`config.mk`:
```
export PLATFORM = sky130hd
export DESIGN_NAME = sd_sector_arbiter_flat
export DESIGN_NICKNAME = d
export VERILOG_FILES = /design/src/rtl/sd_sector_arbiter_pkg.sv /design/src/rtl/sd_sector_arbiter_if.sv /design/src/rtl/sd_sector_arbiter_rr_picker.sv /design/src/rtl/sd_sector_arbiter.sv /design/src/flat_wrapper.sv
export SDC_FILE = /design/constraint.sdc
export NUM_CORES = 1
export LEC_CHECK = 0
export ABC_AREA = 1
export CORE_MARGIN = 3
export CORE_UTILIZATION = 42
export DETAILED_ROUTE_END_ITERATION = 6
export GPL_TIMING_DRIVEN = 0
export MAX_ROUTING_LAYER = met4
export PLACE_DENSITY = 0.88
export SKIP_CTS_REPAIR_TIMING = 1
export SLEW_MARGIN = 20
export SYNTH_ARGS = -nofsm -noshare
export SYNTH_HDL_FRONTEND = slang
export SYNTH_SLANG_ARGS = --single-unit
export TNS_END_PERCENT = 1
```
`constraint.sdc`:
```
create_clock -name clk -period 2.55 [get_ports clk]
set_input_delay 0.6375 -clock clk [delete_from_list [all_inputs] [get_ports clk]]
set_output_delay 0.6375 -clock clk [all_outputs]
set_load 0.05 [all_outputs]
```
`src/rtl/sd_sector_arbiter_pkg.sv`:
```
// Shared types for the SD sector arbiter: FSM states and sector/byte widths.
// Latency: n/a (types only).
// Backpressure: n/a.
package sd_sector_arbiter_pkg;

    typedef enum logic [1:0] {
        ARB_IDLE,
        ARB_ISSUE,
        ARB_WAITDONE
    } arb_state_t;

    localparam int SECTOR_BYTES = 512;
    localparam int SECTOR_AW    = $clog2(SECTOR_BYTES);

    typedef logic [31:0]          sector_t;
    typedef logic [SECTOR_AW-1:0] byte_addr_t;
    typedef logic [7:0]           byte_t;

endpackage

```
`src/rtl/sd_sector_arbiter_if.sv`:
```
// Link between the arbiter (master) and the single-sector SD reader (slave).
// Latency: wires only.
// Backpressure: none; the reader paces the link with rbusy/rdone.
interface sd_sector_arbiter_if;
    import sd_sector_arbiter_pkg::*;

    logic       rstart;
    sector_t    rsector_no;
    logic       rbusy;
    logic       rdone;
    logic       outreq;
    byte_addr_t outaddr;
    byte_t      outbyte;

    modport master (
        output rstart, rsector_no,
        input  rbusy, rdone, outreq, outaddr, outbyte
    );

    modport slave (
        input  rstart, rsector_no,
        output rbusy, rdone, outreq, outaddr, outbyte
    );

endinterface

```
`src/rtl/sd_sector_arbiter_rr_picker.sv`:
```
// Round-robin picker: first set request strictly after ptr, wrapping around.
// Latency: combinational.
// Backpressure: none.
module rr_picker #(
    parameter int N  = 4,
    parameter int IW = (N > 1) ? $clog2(N) : 1
) (
    input  logic [N-1:0]  req,
    input  logic [IW-1:0] ptr,
    output logic [N-1:0]  grant,
    output logic [IW-1:0] idx,
    output logic          any
);

    logic [IW-1:0] cand;
    logic          found;

    always_comb begin
        grant = '0;
        idx   = '0;
        found = 1'b0;
        cand  = '0;
        for (int i = 1; i <= N; i++) begin
            cand = IW'((int'(ptr) + i) % N);
            if (!found && req[cand]) begin
                found       = 1'b1;
                grant[cand] = 1'b1;
                idx         = cand;
            end
        end
    end

    assign any = |req;

endmodule

```
`src/rtl/sd_sector_arbiter.sv`:
```
// Round-robin share of the SD reader's single-sector port; tags the byte stream with owner ID.
// Latency: ack 1 cycle after an IDLE grant; dout_* 1 cycle behind the reader; done 1 cycle after rdone.
// Backpressure: none on the byte stream; requesters hold req until ack, reader paces via rbusy/rdone.
module sd_sector_arbiter
    import sd_sector_arbiter_pkg::*;
#(
    parameter int          NREQ        = 4,
    parameter logic [23:0] WDOG_CYCLES = 24'd8_000_000,
    localparam int         IDW         = $clog2(NREQ)
) (
    input  logic                 clk,
    input  logic                 rst_n,
    input  logic [NREQ-1:0]      req,
    input  logic [NREQ*32-1:0]   req_sector,
    output logic [NREQ-1:0]      ack,
    output logic [NREQ-1:0]      done,
    sd_sector_arbiter_if.master  rd,
    output logic                 dout_valid,
    output logic [IDW-1:0]       dout_id,
    output byte_addr_t           dout_addr,
    output byte_t                dout_byte,
    output logic                 owner_busy,
    output logic [IDW-1:0]       owner_id,
    output logic                 stall
);

    arb_state_t      state, state_nxt;
    logic [IDW-1:0]  rr_ptr;
    logic [IDW-1:0]  pick_idx;
    logic [NREQ-1:0] pick_grant;
    logic            pick_any;
    logic            grant_ok;
    sector_t         rsector_q;
    sector_t         req_arr [NREQ];
    logic [23:0]     wdog_cnt;

    always_comb begin
        for (int i = 0; i < NREQ; i++) begin
            req_arr[i] = req_sector[32*i +: 32];
        end
    end

    rr_picker #(.N(NREQ), .IW(IDW)) u_pick (
        .req   (req),
        .ptr   (rr_ptr),
        .grant (pick_grant),
        .idx   (pick_idx),
        .any   (pick_any)
    );

    // rdone is still accompanied by rbusy, so the earliest regrant is two cycles after it
    assign grant_ok      = (state == ARB_IDLE) && !rd.rbusy && !rd.rdone && pick_any;
    assign owner_busy    = (state != ARB_IDLE);
    assign rd.rstart     = (state == ARB_ISSUE) && !rd.rbusy;
    assign rd.rsector_no = rsector_q;

    always_ff @(posedge clk or negedge rst_n) begin
        if (!rst_n) begin
            state <= ARB_IDLE;
        end else begin
            state <= state_nxt;
        end
    end

    always_comb begin
        state_nxt = state;
        case (state)
            ARB_IDLE:     if (grant_ok)  state_nxt = ARB_ISSUE;
            ARB_ISSUE:    if (rd.rbusy)  state_nxt = ARB_WAITDONE;
            ARB_WAITDONE: if (rd.rdone)  state_nxt = ARB_IDLE;
            default:                     state_nxt = ARB_IDLE;
        endcase
    end

    always_ff @(posedge clk or negedge rst_n) begin
        if (!rst_n) begin
            ack       <= '0;
            done      <= '0;
            rsector_q <= '0;
            owner_id  <= '0;
            rr_ptr    <= IDW'(NREQ - 1);
            stall     <= 1'b0;
            wdog_cnt  <= '0;
        end else begin
            ack  <= '0;
            done <= '0;
            if (grant_ok) begin
                ack       <= pick_grant;
                rsector_q <= req_arr[pick_idx];
                owner_id  <= pick_idx;
                rr_ptr    <= pick_idx;
            end
            if (state == ARB_WAITDONE) begin
                if (rd.rdone) begin
                    done     <= NREQ'(1) << owner_id;
                    stall    <= 1'b0;
                    wdog_cnt <= '0;
                end else begin
                    // stall rises together with the count reaching the limit; reader keeps retrying
                    if (wdog_cnt != WDOG_CYCLES) wdog_cnt <= wdog_cnt + 24'd1;
                    if (wdog_cnt + 24'd1 == WDOG_CYCLES) stall <= 1'b1;
                end
            end
        end
    end

    always_ff @(posedge clk or negedge rst_n) begin
        if (!rst_n) begin
            dout_valid <= 1'b0;
            dout_id    <= '0;
            dout_addr  <= '0;
            dout_byte  <= '0;
        end else begin
            dout_valid <= rd.outreq && owner_busy;
            if (rd.outreq && owner_busy) begin
                dout_id   <= owner_id;
                dout_addr <= rd.outaddr;
                dout_byte <= rd.outbyte;
            end
        end
    end

endmodule

```
`src/flat_wrapper.sv`:
```
// flat-port wrapper written by rule: the top's interface ports become plain ports
module sd_sector_arbiter_flat import sd_sector_arbiter_pkg::*;
#(
    parameter int          NREQ        = 4,
    parameter logic [23:0] WDOG_CYCLES = 24'd8_000_000,
    localparam int         IDW         = $clog2(NREQ)
)
  (clk, rst_n, req, req_sector, ack, done, dout_valid, dout_id, dout_addr, dout_byte, owner_busy, owner_id, stall, rd_rstart, rd_rsector_no, rd_rbusy, rd_rdone, rd_outreq, rd_outaddr, rd_outbyte);
  sd_sector_arbiter_if rd_i ();
  input  logic clk;
  input  logic rst_n;
  input  logic [NREQ-1:0] req;
  input  logic [NREQ*32-1:0] req_sector;
  output logic [NREQ-1:0] ack;
  output logic [NREQ-1:0] done;
  output logic dout_valid;
  output logic [IDW-1:0] dout_id;
  output byte_addr_t dout_addr;
  output byte_t dout_byte;
  output logic owner_busy;
  output logic [IDW-1:0] owner_id;
  output logic stall;
  output wire logic [$bits(rd_i.rstart)-1:0] rd_rstart;
  output wire logic [$bits(rd_i.rsector_no)-1:0] rd_rsector_no;
  input wire logic [$bits(rd_i.rbusy)-1:0] rd_rbusy;
  input wire logic [$bits(rd_i.rdone)-1:0] rd_rdone;
  input wire logic [$bits(rd_i.outreq)-1:0] rd_outreq;
  input wire logic [$bits(rd_i.outaddr)-1:0] rd_outaddr;
  input wire logic [$bits(rd_i.outbyte)-1:0] rd_outbyte;
  assign rd_rstart = rd_i.rstart;
  assign rd_rsector_no = rd_i.rsector_no;
  assign rd_i.rbusy = rd_rbusy;
  assign rd_i.rdone = rd_rdone;
  assign rd_i.outreq = rd_outreq;
  assign rd_i.outaddr = rd_outaddr;
  assign rd_i.outbyte = rd_outbyte;
  sd_sector_arbiter #(.NREQ(NREQ), .WDOG_CYCLES(WDOG_CYCLES)) u_core (.clk(clk), .rst_n(rst_n), .req(req), .req_sector(req_sector), .ack(ack), .done(done), .rd(rd_i), .dout_valid(dout_valid), .dout_id(dout_id), .dout_addr(dout_addr), .dout_byte(dout_byte), .owner_busy(owner_busy), .owner_id(owner_id), .stall(stall));
endmodule
```
==> impl_results.md, run 1 <==
- Vias in the first global route: 6,901
- Most frequent cells in the layout: nand2_1 (351), clkdlybuf4s50_1 (216), inv_1 (179)
- PortBufs: 218
- Peak supply drop: 0.000860 V
- Initial core utilization: 0.440
- Clock Tree Root: clkbuf_16
- Clk sink count: 91
- Sequential fraction of the synthesis area: 0.364
- Layout Nets: 1,386
- Synth top area share: 0.356
- Slew headroom: 0.578
- Post-synthesis register bit count: 91
- CTS buffer count: 9
- Largest family of logic cells by synthesized area: simple AND/OR/NAND/NOR gates
- Power per cell area: 1400 nW/um2
- Syn_nets: 1,147
- Synth Area in Compound Gates: 0.0430
- Synth Area in Adders: 0.0200
- Vias: 7,119
- Status: complete, but fails checks
- Max-cap violations: 0
- FMAX: 0.378 GHz
- Area growth syn-to-layout: 45.6%
- Synth Area in Simple Gates: 0.415
- Vias per cell: 5.06
- Xor-xnor portion of the synthesized cell area: 0.00840
- Count of cell types in the netlist: 36
- Static leakage: 4.74 nW
- Worst-Margin Slew: 633 ps
- Top FF cell, synth: dfrtp_1
- Max Buffers Root-to-Sink: 2
- Clock transition at the registers of the reported paths: 70 ps
- Startpoint types: flip-flop
- Most common cell after layout, fill and taps aside: nand2_1
- Gpl congestion: 0.919
- Failing checks: negative setup slack
- Post-route DRC: 0
- Core Region: 14,200 um2
- IO Count: 219
- ANT cells: 0
- Setup slack after layout: -95.6 ps
- Post-Route Setup TNS: -1350 ps
- RSZ-0062 raised after global routing: true
- Clock latency on the worst-skew pair: 350 ps
- Die width: 128 um
- Largest cells by area after synthesis: dfrtp_1 (36%), nand2_1 (21%), nand3_1 (14%), inv_1 (11%), nor2_1 (2.6%)
- Syn Area/Cell: 6.36 um2
- FP Rows: 43
- Post-synth ARST share: 1.00
- Final Setup Violations: 32
- DRT Wirelength: 20.9 mm
- Die area: 16,400 um2
- Dpl cells: 1,382
- Worst Path Arrival: 2880 ps
- Multiplexer share of the synthesized area: 0
- Synth warn: 0
- First-pass GRT wire length: 33.2 mm
- Crit path required time: 2790 ps
- Initial antenna violation count: 0
- Grt ovf: 0
- GR Util All Layers: 0.260
- Wire per inst: 14.8 um
- Final hold vios: 0
- Die height: 128 um
- Layout cells sized above 1: 0.0660
- Hold Path Class: in2async
- Largest net degree at the start of global routing: 52
- Mapped cell area: 6250 um2
- Iteration-0 DRC Markers: 553
- Worst-path fanout max: 10
- CTS tree: yes
- Worst Clk Skew: 7.49 ps
- Syn Inst Count: 983
- Final min period: 2650 ps
- Final Cycle Share: 1.04
- Post-route ant nets: 0
- Top cell type by total area after synthesis: dfrtp_1
- Fin. max-slew vios: 0
- Critical path capture point type: flip-flop
- Detailed placer's ending HPWL: 16.1 mm
- H-tree Lvls: 3
- Initial DRT Pass Iterations: 5
- Post-synth EDFFs: 0
- Crit path kind: reg2reg
- Finished Layout Cells: 1,407
## stage by stage
stage | hold slack (ps) | utilization | total power [mW] | setup WS (ps) | area [um2]
2_1_floorplan | 342 | - | 8.48 | 127 | 6250
3_3_place_gp | 462 | 0.610 | 10.9 | -2710 | 8660
3_5_place_dp | 465 | 0.612 | 11.1 | -613 | 8690
4_1_cts | 208 | 0.631 | 12.4 | -423 | 8970
5_1_grt | 218 | 0.641 | 13.7 | -246 | 9110
6_report | 197 | 0.641 | 12.7 | -95.6 | 9110
## metal layers
layer	up-vias	share of wire	GRT usage
met4	0	0.040	0.114
met5	-	0	-
li1	3501	-	-
met3	59	0.071	0.0571
met1	3254	0.40	0.310
met2	305	0.49	0.425
## cell families after synthesis
group           Yosys count
compound gates           46
simple gates            602
fa+ha+maj                10
xor+xnor                  6
flops                    91
buf+inv                 228
## final timing paths
| kind | startpoint | end | slack [ps] | cells past startpoint |
|---|---|---|---|---|
| max reg2reg | u_core.rr_ptr[0] | u_core.rd.rsector_no[24] | -100 | 17 |
| min reg2reg | u_core.rd.rsector_no[27] | u_core.rd.rsector_no[27] | 480 | 2 |
| min in group clk | u_core.rd.rsector_no[27] | u_core.rd.rsector_no[27] | 480 | 2 |
| max in group asynchronous | rst_n | u_core.rr_ptr[0] | 1720 | 2 |
| max | u_core.rr_ptr[0] | u_core.rd.rsector_no[24] | -100 | 17 |
| min | rst_n | u_core.ack[3] | 200 | 1 |
## Yosys cell counts (3+ instances only)
| library cell | count |
|---|---|
| nand2_1 | 351 |
| inv_1 | 180 |
| nand3_1 | 177 |
| dfrtp_1 | 89 |
| nor2_1 | 43 |
| o21ai_0 | 23 |
| buf_2 | 22 |
| o22ai_1 | 13 |
| clkbuf_1 | 10 |
| ha_1 | 10 |
| buf_4 | 7 |
| nand2_2 | 5 |
| nand4_1 | 5 |
| nor3_1 | 5 |
| xor2_1 | 5 |
| a22oi_1 | 4 |
| nor4_1 | 4 |
| buf_6 | 3 |
| inv_2 | 3 |
| nand3_2 | 3 |
## cell type report
cell class | instances | area, um2
flip-flops and latches | 91 | 2280
plain buffers | 43 | 267
repair buffers | 228 | 2280
clock inverters | 6 | 48.8
fillers | 1283 | 5100
well taps | 180 | 225
multi-input cells | 664 | 3080
clock buffers | 10 | 229
inverters | 185 | 701
## power by group
part           internal, mW  switching, mW
sequential             1.98          0.359
combinational          3.22           5.87
clock                 0.674          0.611
## registers in the layout (all words and copies together), names as in the netlist, 4 cells and up
name and count:
u_core.ack 4, u_core.wdog_cnt 24, u_core.dout_byte 8, u_core.dout_addr 9
u_core.rd.rsector_no 32, u_core.done 4
## critical path, stage by stage, from the launching register on
cell and delay, ps:
dfstp_2 630, inv_4 110, ha_4 310, inv_1 90
nand3_2 120, nand2_4 110, nor2_4 160, nand2_1 70
nand2_1 90, nand2_1 90, nand2_1 110, buf_6 170
buf_6 160, nand2_1 80, nand3_1 80, nand2_1 60
nand2_1 60, nand2_1 50
Note: power is estimated with default switching activity, not from simulation.
==> run 2: changes to the inputs <==
- SKIP_CTS_REPAIR_TIMING: 1 -> unset
==> impl_results.md, run 2 (synthesis results as in run 1) <==
- Worst-Margin Slew: 629 ps (-4.15 ps)
- First-pass GRT wire length: 33.6 mm (+0.95%)
- Reg2reg end: u_core.rd.rsector_no[24]
- Layout cells sized above 1: 0.0715 (+0.00553)
- DRT Wirelength: 21.0 mm (+0.56%)
- Grt ovf: 0 (unchanged)
- Hold Path Class: in2async
- RSZ-0062 raised after global routing: true
- Status: finished, final reports clean
- Clock latency on the worst-skew pair: 350 ps (about the same)
- Crit path required time: 1910 ps (-880 ps)
- Initial DRT Pass Iterations: 5 (unchanged)
- Dpl cells: 1,382 (unchanged)
- Final min period: 2470 ps (-175 ps)
- Die area: 16,400 um2 (unchanged)
- Max Buffers Root-to-Sink: 2 (unchanged)
- GR Util met2: 0.433 (+0.00863)
- Slew headroom: 0.581 (+0.00277)
- ANT cells: 0 (unchanged)
- Largest net degree at the start of global routing: 52 (unchanged)
- Final hold vios: 0 (unchanged)
- Worst Clk Skew: 7.60 ps (+0.108 ps)
- Vias per cell: 5.05 (-0.24%)
- Static leakage: 4.75 nW (+0.11%)
- Clk sink count: 91 (unchanged)
- Worst Path Arrival: 1830 ps (-1050 ps)
- Number of flip-flops in the largest register: 32 (unchanged)
- Post-route DRC: 0 (unchanged)
- Area growth syn-to-layout: 46.2%
- CTS buffer count: 9 (unchanged)
- FP Rows: 43 (unchanged)
- Max-cap violations: 0 (unchanged)
- Die width: 128 um (unchanged)
- Clock transition at the registers of the reported paths: 60 ps (about the same)
- Final Cycle Share: 0.969 (-0.0687)
- Critical path capture point type: output port
- Detailed placer's ending HPWL: 16.1 mm (unchanged)
- GR peak layer: met2
- Gpl congestion: 0.919 (unchanged)
- Reg-to-Reg Start: u_core.rr_ptr[1]
- Reg-to-reg setup timing slack: 90 ps (+190 ps)
- Power per cell area: 1420 nW/um2 (+1.7%)
- Vias: 7,117 (-0.028%)
- Startpoint types: input pin
- Vias in the first global route: 6,928 (+0.39%)
- Most common cell after layout, fill and taps aside: nand2_1
- FMAX: 0.405 GHz (+7.1%)
- Finished Layout Cells: 1,410 (+0.21%)
- WHS: 195 ps (-1.86 ps)
- CTS tree: yes
- GR Util All Layers: 0.263 (+0.00290)
- Fin. max-slew vios: 0 (unchanged)
- PortBufs: 218 (unchanged)
- Crit path kind: in2out
- Cts hold-fix bufs: 0
- IO Count: 219 (unchanged)
- Initial core utilization: 0.440 (unchanged)
- Iteration-0 DRC Markers: 592 (+7.1%)
- GR met1 Demand/Resource: 0.314 (+0.00422)
- Worst-path fanout max: 3 (-7)
- GR Util met3: 0.0554 (-0.00167)
- Post-route ant nets: 0 (unchanged)
- Worst reg2reg path depth: 17 (unchanged)
- Die height: 128 um (unchanged)
- Final Setup Violations: 0 (-100%)
- Core Region: 14,200 um2 (unchanged)
- Layout Nets: 1,389 (+0.22%)
- H-tree Lvls: 3 (unchanged)
- Clock Tree Root: clkbuf_16
- Wire per inst: 14.9 um (+0.35%)
- Most frequent cells in the layout: nand2_1 (348), clkdlybuf4s50_1 (216), inv_1 (179)
- Initial antenna violation count: 0 (unchanged)
- Peak supply drop: 0.000935 V (+8.6%)
[run 2: cell count changes in the layout (fill, tap and decap cells not counted)]
cell / before / now
dlygate4sd2_1: 0 / 1
clkbuf_2: 1 / 0
buf_2: 14 / 16
nand2_2: 4 / 7
buf_8: 0 / 2
inv_2: 2 / 3
clkinv_1: 2 / 1
dlymetal6s2s_1: 1 / 0
nand2_1: 351 / 348
[run 2: area by class of cell]
class	instances	area [um2]
Multi-Input combinational cell	664	3080
Tap cell	180	225
Clock inverter	6	48.8
Buffer	43	282
Fill cell	1275	5060
Sequential cell	91	2280
Timing Repair Buffer	231	2300
Clock buffer	10	229
Inverter	185	701
[run 2: critical path: stages]
cell             delay [ps]
clkdlybuf4s50_1         480
nor2_1                  160
dlygate4sd2_1           550
[run 2: how the worst max path moves through the flow]
stage                     startpoint                        to  slack (ps)  cells past startpoint
floorplan           u_core.rr_ptr[1]  u_core.rd.rsector_no[10]         130                     15
global placement               rst_n       u_core.dout_addr[0]       -2710                      1
detailed placement            req[0]  u_core.rd.rsector_no[24]        -610                      7
CTS                 u_core.rr_ptr[0]   u_core.rd.rsector_no[8]           5                     15
global route        u_core.rr_ptr[1]  u_core.rd.rsector_no[11]         -80                     16
finish                      rd_rbusy                 rd_rstart          80                      3
[run 2: per-stage QoR]
| stage | power [mW] | util | setup WS, ps | cell area [um2] | TNS (ps) |
|---|---|---|---|---|---|
| 3_5_place_dp | 11.1 | 0.612 | -613 | 8690 | -18790 |
| 5_1_grt | 14.0 | 0.644 | -82.5 | 9150 | -858 |
| 4_1_cts | 12.5 | 0.636 | 5.14 | 9030 | 0 |
| 6_report | 13.0 | 0.644 | 79.6 | 9150 | 0 |
| 2_1_floorplan | 8.48 | - | 127 | 6250 | 0 |
| 3_3_place_gp | 10.9 | 0.610 | -2710 | 8660 | -261830 |
[run 2: timing repair]
action / CTS / global route
pin swaps: 0 / 5
hold endpoints to repair: 0 / 0
gates cloned: 0 / 1
buffers inserted: 3 / 8
gates resized for setup: 10 / 22
endpoints found under the setup margin: 38 / 36
[run 2: power by group]
group / switching, mW / internal, mW
Combinational: 5.97 / 3.40
Clock: 0.617 / 0.674
Sequential: 0.350 / 1.98
Total: 6.93 / 6.05
[run 2: layer usage]
metal | wire (um) | vias to the layer above | part of all wire
met5 | 0 | - | 0
met4 | 848 | 0 | 0.040
met3 | 1510 | 56 | 0.072
met2 | 10200 | 307 | 0.48
met1 | 8480 | 3252 | 0.40
li1 | - | 3502 | -
==> run 3: changes to the inputs <==
- CORE_UTILIZATION: 42 -> 46
- PLACE_DENSITY: 0.88 -> 0.91
- clock period: 2.55 -> 2.48 ns (I/O delays scaled with it)
==> impl_results.md, run 3 (synthesis results as in run 1) <==
- Largest net degree at the start of global routing: 52 (unchanged)
- Worst reg2reg path depth: 16 (-1)
- Initial core utilization: 0.482 (+0.0416)
- DRT Wirelength: 20.9 mm (-0.68%)
- FMAX: 0.408 GHz
- Switching power: 7.27 mW (+4.8%)
- GR Util All Layers: 0.284 (+0.0208)
- Layout cells sized above 1: 0.0746 (+0.00307)
- Internal power: 6.53 mW (+7.9%)
- Max Buffers Root-to-Sink: 2 (unchanged)
- Sequential Power Share: 0.174 (-0.005)
- Initial antenna violation count: 0 (unchanged)
- Worst Path Arrival: 1830 ps (about the same)
- Iteration-0 DRC Markers: 533 (-10%)
- Wire per inst: 14.9 um (-0.32%)
- Fin. max-slew vios: 0 (unchanged)
- RSZ-0062 raised after global routing: true
- Sw Share: 0.527 (-0.00737)
- Combinational power share: 0.719 (-0.002)
- Layout Nets: 1,392 (+0.22%)
- Crit path kind: in2out
- IO Count: 219 (unchanged)
- Die height: 123 um (-4.2%)
- Vias per cell: 5.09 (+0.82%)
- Final Setup Violations: 0 (unchanged)
- Initial DRT Pass Iterations: 5 (unchanged)
- Peak supply drop: 0.000929 V (-0.62%)
- Core Region: 13,000 um2 (-8.6%)
- Post-route ant nets: 0 (unchanged)
- Most frequent cells in the layout: nand2_1 (348), clkdlybuf4s50_1 (213), inv_1 (178)
- Crit path required time: 1860 ps (-50 ps)
- Clk sink count: 91 (unchanged)
- Startpoint types: input pin
- Vias in the first global route: 6,891 (-0.53%)
- WHS: 175 ps (-19.6 ps)
- Setup slack after layout: 26.8 ps (-52.8 ps)
- Worst-Margin Slew: 626 ps (-2.66 ps)
- Worst-path fanout max: 3 (unchanged)
- ANT cells: 0 (unchanged)
- Most common cell after layout, fill and taps aside: nand2_1
- CTS tree: yes
- Hold Path Class: in2async
- CTS buffer count: 9 (unchanged)
- Detailed placer's ending HPWL: 15.8 mm (-1.9%)
- Max-cap violations: 0 (unchanged)
- Clock latency on the worst-skew pair: 350 ps (about the same)
- Vias: 7,150 (+0.46%)
- Final min period: 2450 ps
- Worst Clk Skew: 7.78 ps (+0.184 ps)
- Final hold vios: 0 (unchanged)
- Clock network fraction of total power: 0.106 (+0.007)
- Die width: 123 um (-4.2%)
- H-tree Lvls: 3 (unchanged)
- Slew headroom: 0.581 (about the same)
- Grt ovf: 0 (unchanged)
- First-pass GRT wire length: 33.0 mm (-1.7%)
- Critical path capture point type: output port
- PortBufs: 218 (unchanged)
- Setup WS pre-CTS: -484 ps (+129 ps)
- Power per cell area: 1490 nW/um2 (+5.0%)
- Static leakage: 4.82 nW (+1.6%)
- Number of flip-flops in the largest register: 32 (unchanged)
- Total power: 13.8 mW (+6.3%)
- Layout Utilization: 0.713 (+0.0693)
- Clock transition at the registers of the reported paths: 70 ps (about the same)
- Clock Tree Root: clkbuf_16
- Gpl congestion: 0.933 (+1.5%)
- Status: finished, final reports clean
- Post-Route Setup TNS: 0 ps (unchanged)
- Die area: 15,000 um2 (-8.3%)
- Post-route DRC: 0 (unchanged)
- Final Cycle Share: 0.989
- FP Rows: 41 (-4.7%)
- Area growth syn-to-layout: 48.0%
## run 3: path summary, 6_finish.rpt
path                                      from                        to  slack [ps]
max                                   rd_rbusy                 rd_rstart          30
min                                      rst_n  u_core.rd.rsector_no[30]         180
max reg2reg                   u_core.rr_ptr[1]  u_core.rd.rsector_no[22]          50
min reg2reg                u_core.dout_byte[1]       u_core.dout_byte[1]         480
max in group asynchronous                rst_n        u_core.wdog_cnt[4]        1710
min in group clk           u_core.dout_byte[1]       u_core.dout_byte[1]         480
## run 3: worst max-delay path: stages
cell             delay (ps)
clkdlybuf4s50_1         490
nor2_1                  190
clkdlybuf4s15_1         530
## run 3: through the flow
step | instances | area, um2
6_report | 1405 | 9260
5_1_grt | 1405 | 9260
4_1_cts | 1392 | 9050
3_5_place_dp | 1374 | 8680
3_3_place_gp | 1373 | 8650
2_1_floorplan | 983 | 6250
## run 3: repair_timing
item / 4_1_cts / 5_1_grt
cloned: 0 / 1
setup buffers: 2 / 12
pin swaps: 1 / 9
hold buffers: 0 / 0
setup endpoints to repair: 38 / 39
resized for setup: 13 / 34
## run 3: metal layers
layer	wire [um]	track usage	vias to the layer above
li1	-	-	3520
met1	8070	0.338	3281
met2	10400	0.470	297
met3	1690	0.0673	52
met4	648	0.106	0
met5	0	-	-
## run 3: cell type report
class / instances / area [um2]
plain buffers: 43 / 309
multi-input cells: 664 / 3110
clock buffers: 9 / 225
flip-flops and latches: 91 / 2280
fillers: 1028 / 3720
well taps: 172 / 215
clock inverters: 7 / 88.8
repair buffers: 234 / 2330
inverters: 185 / 698
## run 3: power by group through the flow
stage | registers, mW | logic (mW) | clock network, mW
2_1_floorplan | 3.86 | 4.86 | 0
3_3_place_gp | 2.43 | 8.77 | 0
3_5_place_dp | 2.43 | 8.93 | 0
4_1_cts | 2.41 | 9.19 | 1.48
5_1_grt | 2.46 | 10.9 | 1.55
6_report | 2.40 | 9.93 | 1.47
